### src/rtl/ifu_fetch.sv
// ifu_fetch: instruction fetch unit with req/ack memory handshake and next-PC selection.
module ifu_fetch #(
  parameter logic [31:0] RESET_PC = 32'h0000_3000
) (
  input  logic        clk,
  input  logic        rst_n,
  input  logic [1:0]  nPC_sel,
  input  logic        j_sel,
  input  logic        zero,
  input  logic        advance,
  output logic        imem_req,
  output logic [31:0] imem_addr,
  input  logic        imem_ack,
  input  logic [31:0] imem_rdata,
  output logic [31:0] instruction,
  output logic        instr_valid,
  output logic [31:0] pc,
  output logic [31:0] pc_plus4,
  output logic [31:0] retired
);
  typedef enum logic {FETCH, HOLD} state_t;
  state_t      r_state, w_state_nxt;
  logic [31:0] r_pc, r_instr, r_retired, w_next_pc;
  logic        r_valid, w_load, w_retire, w_jump, w_branch;
  always_ff @(posedge clk or negedge rst_n)
    if (!rst_n) r_state <= FETCH;
    else        r_state <= w_state_nxt;
  always_comb begin
    w_load      = 1'b0;
    w_retire    = 1'b0;
    w_state_nxt = r_state;
    if (r_state == FETCH) begin
      w_load      = imem_ack;
      w_state_nxt = imem_ack ? HOLD : FETCH;
    end else begin
      w_retire    = advance;
      w_state_nxt = advance ? FETCH : HOLD;
    end
  end
  // Jump outranks branch; reserved select 11 falls through to sequential.
  assign w_jump    = (nPC_sel == 2'b01) || j_sel;
  assign w_branch  = (nPC_sel == 2'b10) && zero;
  assign pc_plus4  = r_pc + 32'd4;
  assign w_next_pc = w_jump   ? {pc_plus4[31:28], r_instr[25:0], 2'b00} :
                     w_branch ? pc_plus4 + {{14{r_instr[15]}}, r_instr[15:0], 2'b00} :
                                pc_plus4;
  always_ff @(posedge clk or negedge rst_n)
    if (!rst_n) begin
      r_pc      <= RESET_PC;
      r_instr   <= '0;
      r_valid   <= 1'b0;
      r_retired <= '0;
    end else if (w_load) begin
      r_instr <= imem_rdata;
      r_valid <= 1'b1;
    end else if (w_retire) begin
      r_pc      <= w_next_pc;
      r_valid   <= 1'b0;
      r_retired <= r_retired + 32'd1;
    end
  // Gate with rst_n so the request drops the instant reset asserts.
  assign imem_req    = rst_n && (r_state == FETCH);
  assign imem_addr   = r_pc;
  assign pc          = r_pc;
  assign instruction = r_instr;
  assign instr_valid = r_valid;
  assign retired     = r_retired;
endmodule

### config.mk
export PLATFORM = sky130hd
export DESIGN_NAME = ifu_fetch
export DESIGN_NICKNAME = d
export VERILOG_FILES = /design/src/rtl/ifu_fetch.sv
export SDC_FILE = /design/constraint.sdc
export NUM_CORES = 1
export LEC_CHECK = 0
export BUFFER_PORTS_ARGS = -buffer_cell sky130_fd_sc_hd__buf_2
export CAP_MARGIN = 25
export CORE_UTILIZATION = 39
export DETAILED_ROUTE_END_ITERATION = 10
export PLACE_DENSITY = 0.75
export SKIP_LAST_GASP = 1
export SYNTH_ARGS = -nofsm -noshare
export SYNTH_HDL_FRONTEND = slang
export SYNTH_SLANG_ARGS = --single-unit
### constraint.sdc
create_clock -name clk -period 6.1 [get_ports clk]
set_input_delay 0.305 -clock clk [delete_from_list [all_inputs] [get_ports clk]]
set_output_delay 0.305 -clock clk [all_outputs]
set_load 0.01 [all_outputs]
Yosys cells after proc, flatten, opt, wreduce, memory -nomap -nowiden:

Index checks and enable logic that the tools add are counted.

* flip-flop bits (word level): 98
* input port bits: 40
* output and inout bits: 162

* add/subtract/negate cells: 3
* eq/ne operators: 2
* multiplexer cells: 9
* bitwise gates (word level): 2
* reduce and logical (&&, ||, !) cells: 5

Operator list (count)
* $mux 32: 2
* $add 32x1->32 const B: 1
* $add 32x3->32 const B: 1
* $add 32x32->32: 1
* $mux 1: 7
* $eq 2x1->1 const B: 1
* $eq 2x2->1 const B: 1
* $logic_and 1x1->1: 2
* $not 1->1: 2
* $reduce_and 2->1: 1
* $reduce_bool 2->1: 1
* $logic_or 1x1->1: 1

Longest topological paths before layout:

* depth in word-level cells: 4
* mapped depth: 18
* mapped depth without buffers: 17

Worst setup path before layout:

Ideal clock, no wire load.

* kind: register to register
* start: register r_pc[7], in the netlist imem_addr[7]
* end: register r_pc[27], in the netlist imem_addr[27]
* setup time: 0.130 ns
* data arrival time: 3.727 ns
* data required time: 5.970 ns
* setup slack: 2.244 ns
* stages on the path, launching flop included: 17
* buffers on the path: 0
* clock period less this slack: 3.856 ns
* cell sequence: dfrtp_1 -> nand3_1 -> or3_1 -> nor2_1 -> nand2_1 -> xnor2_1 -> ha_1 -> and2_4 -> a21o_1 -> or3_1 -> a31o_2 -> a31oi_4 -> o21ai_2 -> a211oi_2 -> xnor2_1 -> a222oi_1 -> o21ai_1

* word-level cells in the longest chain between the ends: 4

RTL lines
* start: declaration: line 23 `logic [31:0] r_pc, r_instr, r_retired, w_next_pc;`
* start signal: assignment: line 57 `r_pc <= w_next_pc;`
* $add 32x3->32: line 43 `assign pc_plus4 = r_pc + 32'd4;`
* net pc_plus4[14]: line 18 `output logic [31:0] pc_plus4,`
* $add 32x32->32: line 45 `w_branch ? pc_plus4 + {{14{r_instr[15]}}, r_instr[15:0], 2'b00} :`
* $mux 32: line 45
* $mux 32: line 44 `assign w_next_pc = w_jump ? {pc_plus4[31:28], r_instr[25:0], 2'b00} :`

The timed path passes the listed nets, and every way through them passes these cells.
A chain may end at the register's enable or synchronous reset.

Worst setup path in the final report:

* start: register r_pc[7], in the netlist imem_addr[7]
* end: register r_pc[27], in the netlist imem_addr[27]

* word-level cells in the longest chain between the ends: 4

RTL lines (line)
* $add 32x3->32 (*): 43
* $add 32x32->32: 45
* $mux 32 (*): 45
* $mux 32 (*): 44

Every way passes the cells marked *; elsewhere a longest branch is shown, timed or not.

==> qor.yml <==
tns_ns: 0
clock.fmax_mhz: 246
layout.cells.most_common_list: "sky130_fd_sc_hd__buf_2, sky130_fd_sc_hd__dfrtp_1, sky130_fd_sc_hd__nand2_1"
r2r_slack_ns: 2.03
utilization: 0.478
vias_per_cell: 5.39
layout-area-overhead-vs-synth_pct: 20.3
required_ns: 6.33
total_congestion_overflow: 0
synth_largest_type_area_fraction: 0.358
detail-route-antenna-nets: 0
detailedRoute.firstPassIterationCount: 5
synthesized_cell_area_um2: 6570
holdCritStartpoint: "imem_rdata[2]"
r2r_end: "imem_addr[27]$_DFFE_PN0P_"
grt_start_max_net_pins: 74
synth_enable_flop_cells: 0
clk_latency_ns: 0.36
synthesis.area_per_instance_um2: 9.11
initial_antenna_violation_count: 0
routabilityCongestion: 0.888
async_flop_share: 1.00
routedWlPerCell_um: 16.7
finalHoldViolCount: 0
worst_pin_slew_ns: 0.935
worst-setup-path-type: "reg2reg"
synth_top_area_cell: "sky130_fd_sc_hd__dfrtp_1"
setup_viol: 0
placement.cell_area_um2: 7540
dr_total_vias: 5951
grt_first_pass_wirelength_um: 29400
cap_violations: 0
ctsHtreeMaxLevel: 3
drt-initial-drc-count: 401
outcome: "finished clean"
num_rows: 47
tritoncts: "yes"
resized_gates_after_cts: 0
cts.sinks: 96
worst-r2r-cell-count: 16
timing.rr.start: "imem_addr[7]$_DFFE_PN0P_"
grt_setup_unrepaired: "no"
finalCritPeriodShare: 0.667
nets: 957
timing_max_transition_violations_final: 0
dieHeight_um: 132
place_inst: 1085
synthesis.yosys.warnings: 0
clock_skew_ns: 0.0122
num_antenna_cells: 0
detail_route.wirelength_um: 18400
commonest_non_fill_non_tap_cell_in_the_layout: "sky130_fd_sc_hd__buf_2"
ff_latch_count_synth: 96
timing.critical_path.arrival_ns: 4.30
cts_root_buf: "sky130_fd_sc_hd__clkbuf_16"
drc_errors: 0
min_path_cells: 3
cts_hold_buf: 1
timing.final.crit_period_ns: 4.07
cts-buffers-inserted: 9
power.ir.vdd_worst_mv: 0.233
netlist_top_cells_area: "sky130_fd_sc_hd__dfrtp_1, sky130_fd_sc_hd__xnor2_1, sky130_fd_sc_hd__ha_1, sky130_fd_sc_hd__mux2_2, sky130_fd_sc_hd__nand2_1"
post_route_cells_drive_above_1_share: 0.307
yosys_most_used_dff: "sky130_fd_sc_hd__dfrtp_1"
critPathCaptureType: "register"
ios: 202
synth.lib_cells_used.distinct: 69
count_of_placed_standard_cells_in_the_final_layout_fillers_left_out: 1104
layout.filler_cells: 1540
max-clock-path-buffers: 2
core_area_um2: 16500
min_to: "instruction[2]$_DFFE_PN0P_"
worst_hold_path_type: "in2reg"
number_of_global_route_vias_before_repair: 5604
final_area_um2: 7900
post_cts.repair.setup_buffers: 0
design.die.area_um2: 17400
timing.critical_path.fanout_max: 7
netlist_instances: 721
die_width_um: 132
power-per-cell-area_nw_per_um2: 439
clkSlewWorstSetupHoldPaths_ns: 0.07
report.power.total_mw: 3.46
groute.usage.overall: 0.213
synth.yosys.seq_area_share: 0.366
start_kind: "register"
dpl.hpwl_um: 13500
portBuffers: 195
max-slew-margin-rel: 0.377
start_util: 0.397
total_leakage_power_nw: 3.86
[stage by stage]
step | worst slack, ns | hold slack (ns)
final | 2.03 | 0.162
after global routing | 1.76 | 0.160
after CTS | 2.05 | 0.147
after detailed placement | 2.06 | 0.219
after global placement | 2.17 | 0.220
after floorplan | 2.24 | 0.00941
[how the worst max path moves through the flow]
stage | startpoint | end | slack, ns | cells past startpoint
floorplan | imem_addr[7]$_DFFE_PN0P_ | imem_addr[27]$_DFFE_PN0P_ | 2.24 | 16
global route | imem_addr[7]$_DFFE_PN0P_ | imem_addr[27]$_DFFE_PN0P_ | 1.76 | 16
CTS | imem_addr[7]$_DFFE_PN0P_ | imem_addr[27]$_DFFE_PN0P_ | 2.05 | 16
finish | imem_addr[7]$_DFFE_PN0P_ | imem_addr[27]$_DFFE_PN0P_ | 2.03 | 16
detailed placement | imem_addr[7]$_DFFE_PN0P_ | imem_addr[27]$_DFFE_PN0P_ | 2.06 | 16
global placement | imem_addr[7]$_DFFE_PN0P_ | imem_addr[27]$_DFFE_PN0P_ | 2.17 | 16
[routing by layer]
layer	part of all wire	vias to the layer above	global-route usage
li1	-	2838	-
met1	0.45	2872	0.278
met2	0.48	213	0.348
met3	0.050	28	0.0438
met4	0.020	0	0.0782
met5	0	-	0
[power by group]
| part | total (mW) | switching [mW] | internal [mW] |
|---|---|---|---|
| logic | 1.86 | 1.05 | 0.808 |
| registers | 1.01 | 0.229 | 0.778 |
| clock network | 0.596 | 0.264 | 0.333 |
| total | 3.46 | 1.54 | 1.92 |
[cell usage after synthesis (all sizes together), types with 3 or more instances]
| cell | instances |
|---|---|
| a211oi | 11 |
| a21o | 23 |
| a21oi | 42 |
| a222oi | 3 |
| a31oi | 4 |
| and2 | 4 |
| and3 | 14 |
| and4 | 4 |
| buf | 40 |
| clkbuf | 23 |
| dfrtp | 94 |
| ha | 37 |
| inv | 15 |
| mux2 | 31 |
| mux2i | 3 |
| nand2 | 82 |
| nand3 | 31 |
| nand4 | 8 |
| nor2 | 43 |
| nor2b | 7 |
| nor3 | 17 |
| o211ai | 8 |
| o21ai | 53 |
| o21bai | 3 |
| o221ai | 3 |
| or2 | 3 |
| or3 | 4 |
| xnor2 | 56 |
| xor2 | 24 |
[kinds of logic (layout without fill, tap and decap cells)]
family,count (synthesis),after routing,synth area share
adders and majority gates,38,38,0.0736
muxes,34,34,0.0577
buffers and inverters,78,236,0.0654
and+or+nand+nor,226,226,0.164
other,1,6,0.000571
DFF,96,96,0.366
AOI/OAI and AO/OA,168,168,0.166
xor gates and xnor gates,80,80,0.107
[flip-flops by register name, indices dropped and copies added, names as in the netlist]
name	cells
retired	32
instruction	32
imem_addr	30
r_state	1
instr_valid	1
[cell type report]
type                    instances  area [µm²]  area share
inverters                      15        56.3     0.00713
clock buffers                  11         243      0.0307
clock inverters                 5        61.3     0.00777
well taps                     220         275      0.0349
multi-input cells             552        3770       0.477
repair buffers                205        1090       0.138
flip-flops and latches         96        2400       0.305
[worst max-delay path: stages, from the launching register on]
cell	delay, ns
sky130_fd_sc_hd__dfrtp_1	0.46
sky130_fd_sc_hd__nand3_1	0.17
sky130_fd_sc_hd__or3_1	0.37
sky130_fd_sc_hd__nor2_1	0.30
sky130_fd_sc_hd__nand2_1	0.11
sky130_fd_sc_hd__xnor2_1	0.24
sky130_fd_sc_hd__ha_1	0.32
sky130_fd_sc_hd__and2_4	0.18
sky130_fd_sc_hd__a21o_1	0.18
sky130_fd_sc_hd__or3_1	0.36
sky130_fd_sc_hd__a31o_2	0.24
sky130_fd_sc_hd__a31oi_4	0.20
sky130_fd_sc_hd__o21ai_2	0.16
sky130_fd_sc_hd__a211oi_2	0.23
sky130_fd_sc_hd__xnor2_1	0.09
sky130_fd_sc_hd__a222oi_1	0.25
sky130_fd_sc_hd__o21ai_1	0.09
Power figures use the tool's default switching activity.
